File: config.mk
export PLATFORM = sky130hd
export DESIGN_NAME = uart_rx_os
export DESIGN_NICKNAME = d
export VERILOG_FILES = /design/src/rtl/uart_rx_os.sv
export SDC_FILE = /design/constraint.sdc
export NUM_CORES = 1
export LEC_CHECK = 0
export BUFFER_PORTS_ARGS = -buffer_cell sky130_fd_sc_hd__buf_2
export CAP_MARGIN = 20
export CORE_AREA = 2 2 55 57
export DETAILED_ROUTE_END_ITERATION = 10
export DIE_AREA = 0 0 57 59
export PLACE_DENSITY = 0.83
export SLEW_MARGIN = 20
export SYNTH_ARGS = -nofsm -noshare
export SYNTH_HDL_FRONTEND = slang
export SYNTH_SLANG_ARGS = --single-unit
File: constraint.sdc
create_clock -name CLOCK -period 3.6 [get_ports CLOCK]
set_input_delay 0.54 -clock CLOCK [delete_from_list [all_inputs] [get_ports CLOCK]]
set_output_delay 0.54 -clock CLOCK [all_outputs]
set_load 0.02 [all_outputs]
File: src/rtl/uart_rx_os.sv
// Oversampling UART receiver with VALID/READY output register and frame error reporting.
// Optional build macro UART_RX_MAJORITY_VOTE_EN adds a line synchroniser and 2-of-3 sample voting.
module uart_rx_os #(
  parameter int DATA_BITS   = 8,
  parameter int OVERSAMPLE  = 16,
  parameter int PARITY_MODE = 0,
  parameter int STOP_BITS   = 1
) (
  input  logic                 CLOCK,
  input  logic                 RESET,
  input  logic                 TICK,
  input  logic                 LINEIN,
  output logic [DATA_BITS-1:0] DATA,
  output logic                 VALID,
  input  logic                 READY,
  output logic                 FRAME_ERR,
  output logic                 PARITY_ERR,
  output logic                 OVERRUN,
  output logic                 BUSY
);

  localparam int CW = $clog2(OVERSAMPLE);
  localparam int BW = $clog2(DATA_BITS);
  localparam logic [CW-1:0] CMP_HALF = CW'(OVERSAMPLE / 2 - 1);
  localparam logic [CW-1:0] CMP_FULL = CW'(OVERSAMPLE - 1);

  typedef enum logic [2:0] {
    ST_IDLE, ST_START, ST_DATA, ST_PARITY, ST_STOP, ST_HOLD
  } state_t;

  state_t               state_reg, state_next;
  logic [CW-1:0]        cnt_reg, cnt_next;
  logic [BW-1:0]        bit_reg, bit_next;
  logic [DATA_BITS-1:0] shift_reg, shift_next;
  logic                 fe_reg, fe_next;
  logic                 pe_reg, pe_next;
  logic [DATA_BITS-1:0] data_reg, data_next;
  logic                 valid_reg, valid_next;
  logic                 ferr_reg, ferr_next;
  logic                 perr_reg, perr_next;
  logic                 ovr_reg, ovr_next;

  logic          line_s;
  logic          sample;
  logic [CW-1:0] cmp;
  logic          at_sample;
  logic          complete;

`ifdef UART_RX_MAJORITY_VOTE_EN
  logic [1:0] sync_reg;
  logic [1:0] hist_reg;

  // History resets to idle-high so reset release cannot look like a start edge.
  always_ff @(posedge CLOCK) begin
    if (RESET) begin
      sync_reg <= 2'b11;
      hist_reg <= 2'b11;
    end else begin
      sync_reg <= {sync_reg[0], LINEIN};
      if (TICK) hist_reg <= {hist_reg[0], line_s};
    end
  end

  assign line_s = sync_reg[1];
  assign sample = (hist_reg[1] & hist_reg[0]) | (hist_reg[1] & line_s) | (hist_reg[0] & line_s);
`else
  assign line_s = LINEIN;
  assign sample = LINEIN;
`endif

  assign cmp       = (state_reg == ST_START) ? CMP_HALF : CMP_FULL;
  assign at_sample = TICK && (cnt_reg == cmp);

  always_ff @(posedge CLOCK) begin
    if (RESET) begin
      state_reg <= ST_IDLE;
      cnt_reg   <= '0;
      bit_reg   <= '0;
      shift_reg <= '0;
      fe_reg    <= 1'b0;
      pe_reg    <= 1'b0;
      data_reg  <= '0;
      valid_reg <= 1'b0;
      ferr_reg  <= 1'b0;
      perr_reg  <= 1'b0;
      ovr_reg   <= 1'b0;
    end else begin
      state_reg <= state_next;
      cnt_reg   <= cnt_next;
      bit_reg   <= bit_next;
      shift_reg <= shift_next;
      fe_reg    <= fe_next;
      pe_reg    <= pe_next;
      data_reg  <= data_next;
      valid_reg <= valid_next;
      ferr_reg  <= ferr_next;
      perr_reg  <= perr_next;
      ovr_reg   <= ovr_next;
    end
  end

  always_comb begin
    state_next = state_reg;
    cnt_next   = cnt_reg;
    bit_next   = bit_reg;
    shift_next = shift_reg;
    fe_next    = fe_reg;
    pe_next    = pe_reg;
    data_next  = data_reg;
    valid_next = valid_reg;
    ferr_next  = ferr_reg;
    perr_next  = perr_reg;
    ovr_next   = ovr_reg;
    complete   = 1'b0;

    if (TICK && (state_reg inside {ST_START, ST_DATA, ST_PARITY, ST_STOP}))
      cnt_next = at_sample ? '0 : cnt_reg + CW'(1);

    case (state_reg)
      ST_IDLE: begin
        if (TICK && !line_s) begin
          state_next = ST_START;
          cnt_next   = '0;
          fe_next    = 1'b0;
          pe_next    = 1'b0;
        end
      end
      ST_START: begin
        if (at_sample) begin
          state_next = sample ? ST_IDLE : ST_DATA;
          bit_next   = '0;
        end
      end
      ST_DATA: begin
        if (at_sample) begin
          shift_next = {sample, shift_reg[DATA_BITS-1:1]};
          if (bit_reg == BW'(DATA_BITS - 1)) begin
            bit_next   = '0;
            state_next = (PARITY_MODE != 0) ? ST_PARITY : ST_STOP;
          end else begin
            bit_next = bit_reg + BW'(1);
          end
        end
      end
      ST_PARITY: begin
        if (at_sample) begin
          pe_next    = ((^shift_reg) ^ sample) != (PARITY_MODE == 1);
          state_next = ST_STOP;
        end
      end
      ST_STOP: begin
        if (at_sample) begin
          if (!sample) fe_next = 1'b1;
          // Leave at mid-stop so a back-to-back start edge is not missed.
          if (bit_reg == BW'(STOP_BITS - 1)) begin
            complete   = 1'b1;
            state_next = fe_next ? ST_HOLD : ST_IDLE;
          end else begin
            bit_next = bit_reg + BW'(1);
          end
        end
      end
      ST_HOLD: begin
        if (TICK && line_s) state_next = ST_IDLE;
      end
      default: state_next = ST_IDLE;
    endcase

    if (complete && (!valid_reg || READY)) begin
      data_next  = shift_reg;
      ferr_next  = fe_next;
      perr_next  = pe_reg;
      valid_next = 1'b1;
      ovr_next   = 1'b0;
    end else if (complete) begin
      ovr_next = 1'b1;
    end else if (valid_reg && READY) begin
      valid_next = 1'b0;
      ovr_next   = 1'b0;
    end
  end

  assign DATA       = data_reg;
  assign VALID      = valid_reg;
  assign FRAME_ERR  = ferr_reg;
  assign PARITY_ERR = perr_reg;
  assign OVERRUN    = ovr_reg;
  assign BUSY       = (state_reg != ST_IDLE);

endmodule

== After elaboration in Yosys (flattened, before gate mapping) ==
Index checks and enable logic that the tools add are counted.

* Bits of input ports: 5
* Bits in registers: 32
* Output and inout bits: 13
* Word-level logic and storage cells: 93

* $add $sub $neg: 2
* Muxes and demuxes: 38
* Equality and inequality tests: 17
* Reduce and logical (&&, ||, !) cells: 24
* Bitwise gates (word level): 1

{| class="wikitable"
|+ Operator list
! kind !! number
|-
| 3-bit two-way mux || 14
|-
| 4-bit two-way mux || 5
|-
| 3-bit case mux with 6 select lines || 1
|-
| 1-bit two-way mux || 14
|-
| 2-bit inequality test, second input constant || 7
|-
| 3-bit == test, second input constant || 3
|-
| 3-bit case mux with 3 select lines || 1
|-
| 8-bit AND reduction || 1
|-
| 8-bit parity || 1
|-
| 3-bit by 2-bit == test with 1-bit output, second input constant || 2
|-
| 1-bit logical AND || 6
|-
| 3-bit logical NOT || 2
|-
| 2-bit by 1-bit inequality test with 1-bit output, second input constant || 3
|-
| 2-bit nonzero test || 3
|-
| 3-bit nonzero test || 2
|-
| 5-bit AND reduction || 1
|-
| 4-bit by 1-bit adder with 4-bit output, second input constant || 1
|-
| 4-bit == test || 1
|-
| 1-bit case mux with 2 select lines || 2
|-
| 2-bit AND reduction || 2
|-
| 4-bit nonzero test || 1
|-
| 3-bit by 1-bit adder with 3-bit output, second input constant || 1
|-
| 3-bit by 1-bit == test with 1-bit output, second input constant || 1
|-
| 3-bit AND reduction || 1
|-
| 5 further kinds || 6
|}

== Logic depth before layout (Yosys ltp) ==
* Word-level depth: 10
* Gate-level depth with buffers: 8

== Worst setup path before layout ==
No wires, ideal clock.

* Path type: flip-flop to flip-flop
* Start: register cnt_reg[0]
* End: register shift_reg[0]
* Setup time: 0.128 ns
* Buffers on the path: 1
* Clock period less this slack: 1.727 ns
* Data required time: 3.472 ns
* Setup slack: 1.873 ns
* Stages on the path, launching flop included: 8
* Data arrival time: 1.599 ns
* Path through: dfxtp_1 ha_1 and3_1 buf_2 nand3_1 nor3_4 mux2i_1 nor2_1

* Word-level cells in the longest chain between the ends: 3

{| class="wikitable"
|+ Ends and longest elaborated chain
! item !! RTL line !! text
|-
| start: declaration || 32 || <nowiki>logic [CW-1:0] cnt_reg, cnt_next;</nowiki>
|-
| start signal: assignment || 89 || <nowiki>cnt_reg <= cnt_next;</nowiki>
|-
| 4-bit == test || 72 || <nowiki>assign at_sample = TICK && (cnt_reg == cmp);</nowiki>
|-
| 1-bit logical AND || 72 ||
|-
| 2-bit AND reduction (no source line) || n/a ||
|-
| end signal: assignment || 91 || <nowiki>shift_reg <= shift_next;</nowiki>
|-
| end: declaration || 34 || <nowiki>logic [DATA_BITS-1:0] shift_reg, shift_next;</nowiki>
|}

No other way between the ends.
A chain may end at the register's enable or synchronous reset.

== Final worst setup path ==
* Start: register state_reg[2]
* End: register bit_reg[2]

* Word-level cells in the longest chain between the ends: 6
* Elaborated cells between the ends (all ways): 13

{| class="wikitable"
|+ Ends and longest elaborated chain
! item !! RTL line !! text
|-
| start: declaration || 31 || <nowiki>state_t state_reg, state_next;</nowiki>
|-
| start signal: assignment || 88 || <nowiki>state_reg <= state_next;</nowiki>
|-
| 3-bit by 1-bit == test with 1-bit output || 71, 119 ||
|-
| 4-bit two-way mux || 71 || <nowiki>assign cmp = (state_reg == ST_START) ? CMP_HALF : CMP_FULL;</nowiki>
|-
| 4-bit == test || 72 ||
|-
| 1-bit logical AND || 72 ||
|-
| 2-bit inequality test (no source line) || n/a ||
|-
| 5-bit AND reduction (no source line) || n/a ||
|-
| end signal: assignment || 90 || <nowiki>bit_reg <= bit_next;</nowiki>
|-
| end: declaration || 33 || <nowiki>logic [BW-1:0] bit_reg, bit_next;</nowiki>
|}

Parallel ways exist; a longest one is shown, timed or not.

==> results_dict.tcl <==
set metrics [dict create \
    status "completed" \
    clkLatencyLatePin_ns 0.33 \
    synth_area_per_cell_sq_um 9.10 \
    path_delay_family "simple AND/OR/NAND/NOR gates" \
    fin_nets 201 \
    syn-num-nets 186 \
    highest_layer "met4" \
    setup_viol_count_final 0 \
    synth.distinct_cells 41 \
    worstPathRequired_ns 3.86 \
    clkTransAtPathRegs_ns 0.10 \
    synth_area_sq_mm 0.00161 \
    rows 19 \
    hold_buffers 0 \
    finClkSkew_ns 0.00995 \
    worst-path-max-fanout 14 \
    ctsHtreeMaxLevel 2 \
    core_area_sq_mm 0.00271 \
    slew_headroom_pct 61.2 \
    holdCritPathClass "reg -> reg" \
    yosysWarnings 0 \
    grt_pass1_vias 1128 \
    netlist.area_leader.share_pct 39.8 \
    final.setup.tns_ns 0 \
    synth_area_leaders "dfxtp_1 40%, mux2i_1 12%, nor2_1 6.1%" \
    grt_pass1_wl_microns 4840 \
    antenna_found_initial 0 \
    start_kind "register" \
    wl_met1_microns 1240 \
    wl_met3_microns 177 \
    synth_top_area_cell "dfxtp_1" \
    post-route-period-util_pct 58.5 \
    ctsResizeCount 0 \
    drc 0 \
    cts_setup_buffers 0 \
    cts.sinks 32 \
    cts_made_buffers 5 \
    drive_gt1_share_pct 16.6 \
    ioPinCount 18 \
    path_class "reg -> reg" \
    cp-end-kind "register" \
    cts_tree "done" \
    synth-seq-cells 32 \
    wl_per_cell_microns 12.8 \
    crit_chain "nor3b_2 > and3_1 > o21ai_2 > or4b_1 > a21oi_1" \
    overflow 0 \
    regArea_sq_um 641 \
    power_leakage_nw 0.680 \
    start_util_pct 59.5 \
    max_freq_mhz 475 \
    portBuffers 17 \
    grt_max_degree 30 \
    die_y_microns 59 \
    ir_worst_vdd_mv 0.492 \
    wirelength_microns 2870 \
    synth-seq-area-share_pct 39.8 \
    holdWs_ns 0.462 \
    maxCapViolCount 0 \
    drtPass1Iterations 4 \
    crit_buf_inv 0 \
    power.density_mw_per_mm2 420 \
    period_needed_ns 2.10 \
    tightest_slew_ns 0.580 \
    diodes 0 \
    num-fill-cells 225 \
    vias 1292 \
    rsz0062_at_grt "false" \
    postRouteAntennaNets 0 \
    die_x_microns 57 \
    die_area_sq_mm 0.00336 \
    cts_root_buffer "clkbuf_4" \
    final-hold-violation-count 0 \
    hpwl_microns 2060 \
    cts.path.max_buffers 2 \
    critPathMaxStageDelay_ns 0.70 \
    multi_input_area_sq_um 897 \
    grt_use_total_pct 18.8 \
    syn_inst 177 \
    arrival_ns 2.37 \
    syn2layout_area_growth_pct 9.71 \
    routed_via_density 5.77 \
    drt-initial-drc-count 50 \
    dr_wl_met2_microns 1400 \
    drv_slew 0 \
    gp_congestion 0.871 \
    crit_path_top_delay_cell "dfxtp_1" \
]
-- path summary, 6_finish.rpt --
kind                            cells past startpoint    endpoint          from  slack [ns]
worst min-delay path                                2     OVERRUN       OVERRUN        0.46
worst min register to register                      2     OVERRUN       OVERRUN        0.46
worst max register to register                      5  bit_reg[2]  state_reg[2]        1.50
worst max-delay path                                5  bit_reg[2]  state_reg[2]        1.50
-- metal layers --
metal | vias up | global-route usage (%)
li1 | 642 | -
met4 | 0 | 9.63
met2 | 49 | 29.6
met3 | 6 | 6.11
met5 | - | 0
met1 | 595 | 23.3
-- worst register-to-register path: stages (launching register included) --
cell and delay, ns:
dfxtp_1 0.70, nor3b_2 0.37, and3_1 0.24, o21ai_2 0.10, or4b_1 0.47, a21oi_1 0.16
-- layout make-up --
class | count | share of cell area, %
clock buffer | 6 | 2.34
clock inverter | 2 | 1.98
inverter | 6 | 1.27
multi-input combinational | 129 | 50.7
sequential | 32 | 36.2
tap | 31 | 2.19
timing repair buffer | 18 | 5.24
-- cell usage after synthesis --
cell type  count
a211o_1        1
a211oi_1       2
a21o_1         1
a21oi_1       10
a21oi_4        1
a311oi_1       1
a31o_2         1
a41oi_1        1
and2_1         1
and3_1         3
buf_2          5
buf_6          1
clkbuf_1       4
dfxtp_1       32
ha_1           4
inv_1          6
mux2i_1       19
nand2_1        8
nand2b_1       4
nand3_1        5
nand3b_1       5
nand4_1        1
nor2_1        26
nor2b_1        1
nor3_1         1
nor3_4         1
nor3b_1        2
nor3b_2        1
o2111ai_1      1
o211ai_1       1
o21ai_0        6
o21ai_2        1
o21ba_2        1
o22a_1         1
o31a_1         1
o31ai_1        1
or3_1          1
or3b_4         1
or4b_1         1
xnor2_1        9
xor2_1         4
-- through the flow --
step                util, %  cells  power [mW]  area (sq um)  setup WS, ns
finish                 65.2    224       0.742          1770          1.50
global route           65.2    224       0.773          1770          1.36
CTS                    65.2    224       0.751          1770          1.53
detailed placement     62.4    216       0.484          1690          1.51
global placement       62.4    216       0.481          1690          1.59
floorplan                 -    177       0.465          1610          1.87
-- cells by family (layout without fill, tap and decap cells) --
| kind of cell | Yosys count | in the layout | share of synthesized area (%) |
|---|---|---|---|
| and+or+nand+nor | 62 | 62 | 20.4 |
| DFF | 32 | 32 | 39.8 |
| AOI/OAI and AO/OA | 31 | 31 | 13.3 |
| muxes | 19 | 19 | 11.8 |
| buffers and inverters | 16 | 32 | 4.58 |
| xor gates and xnor gates | 13 | 13 | 7.07 |
| adders and majority gates | 4 | 4 | 3.11 |
-- cells in the final DEF, fill, tap and decap left out, drive strengths merged, types with 2 or more instances in the layout --
cell,Yosys,routed
a21oi,11,11
nand2,8,8
o21ai,7,7
nor3b,3,3
nor2,26,26
nor3,2,2
a211oi,2,2
inv,6,6
buf,6,18
nand2b,4,4
and3,3,3
nand3,5,5
dfxtp,32,32
xor2,4,4
clkbuf,4,6
xnor2,9,9
nand3b,5,5
ha,4,4
mux2i,19,19
-- report_power, final --
group	switching [mW]	total, mW	internal (mW)	leakage, nW
combinational	0.0533	0.0989	0.0456	0.379
sequential	0.0191	0.379	0.360	0.258
clock	0.119	0.264	0.146	0.0422
Note: power is estimated with default switching activity, not from simulation.
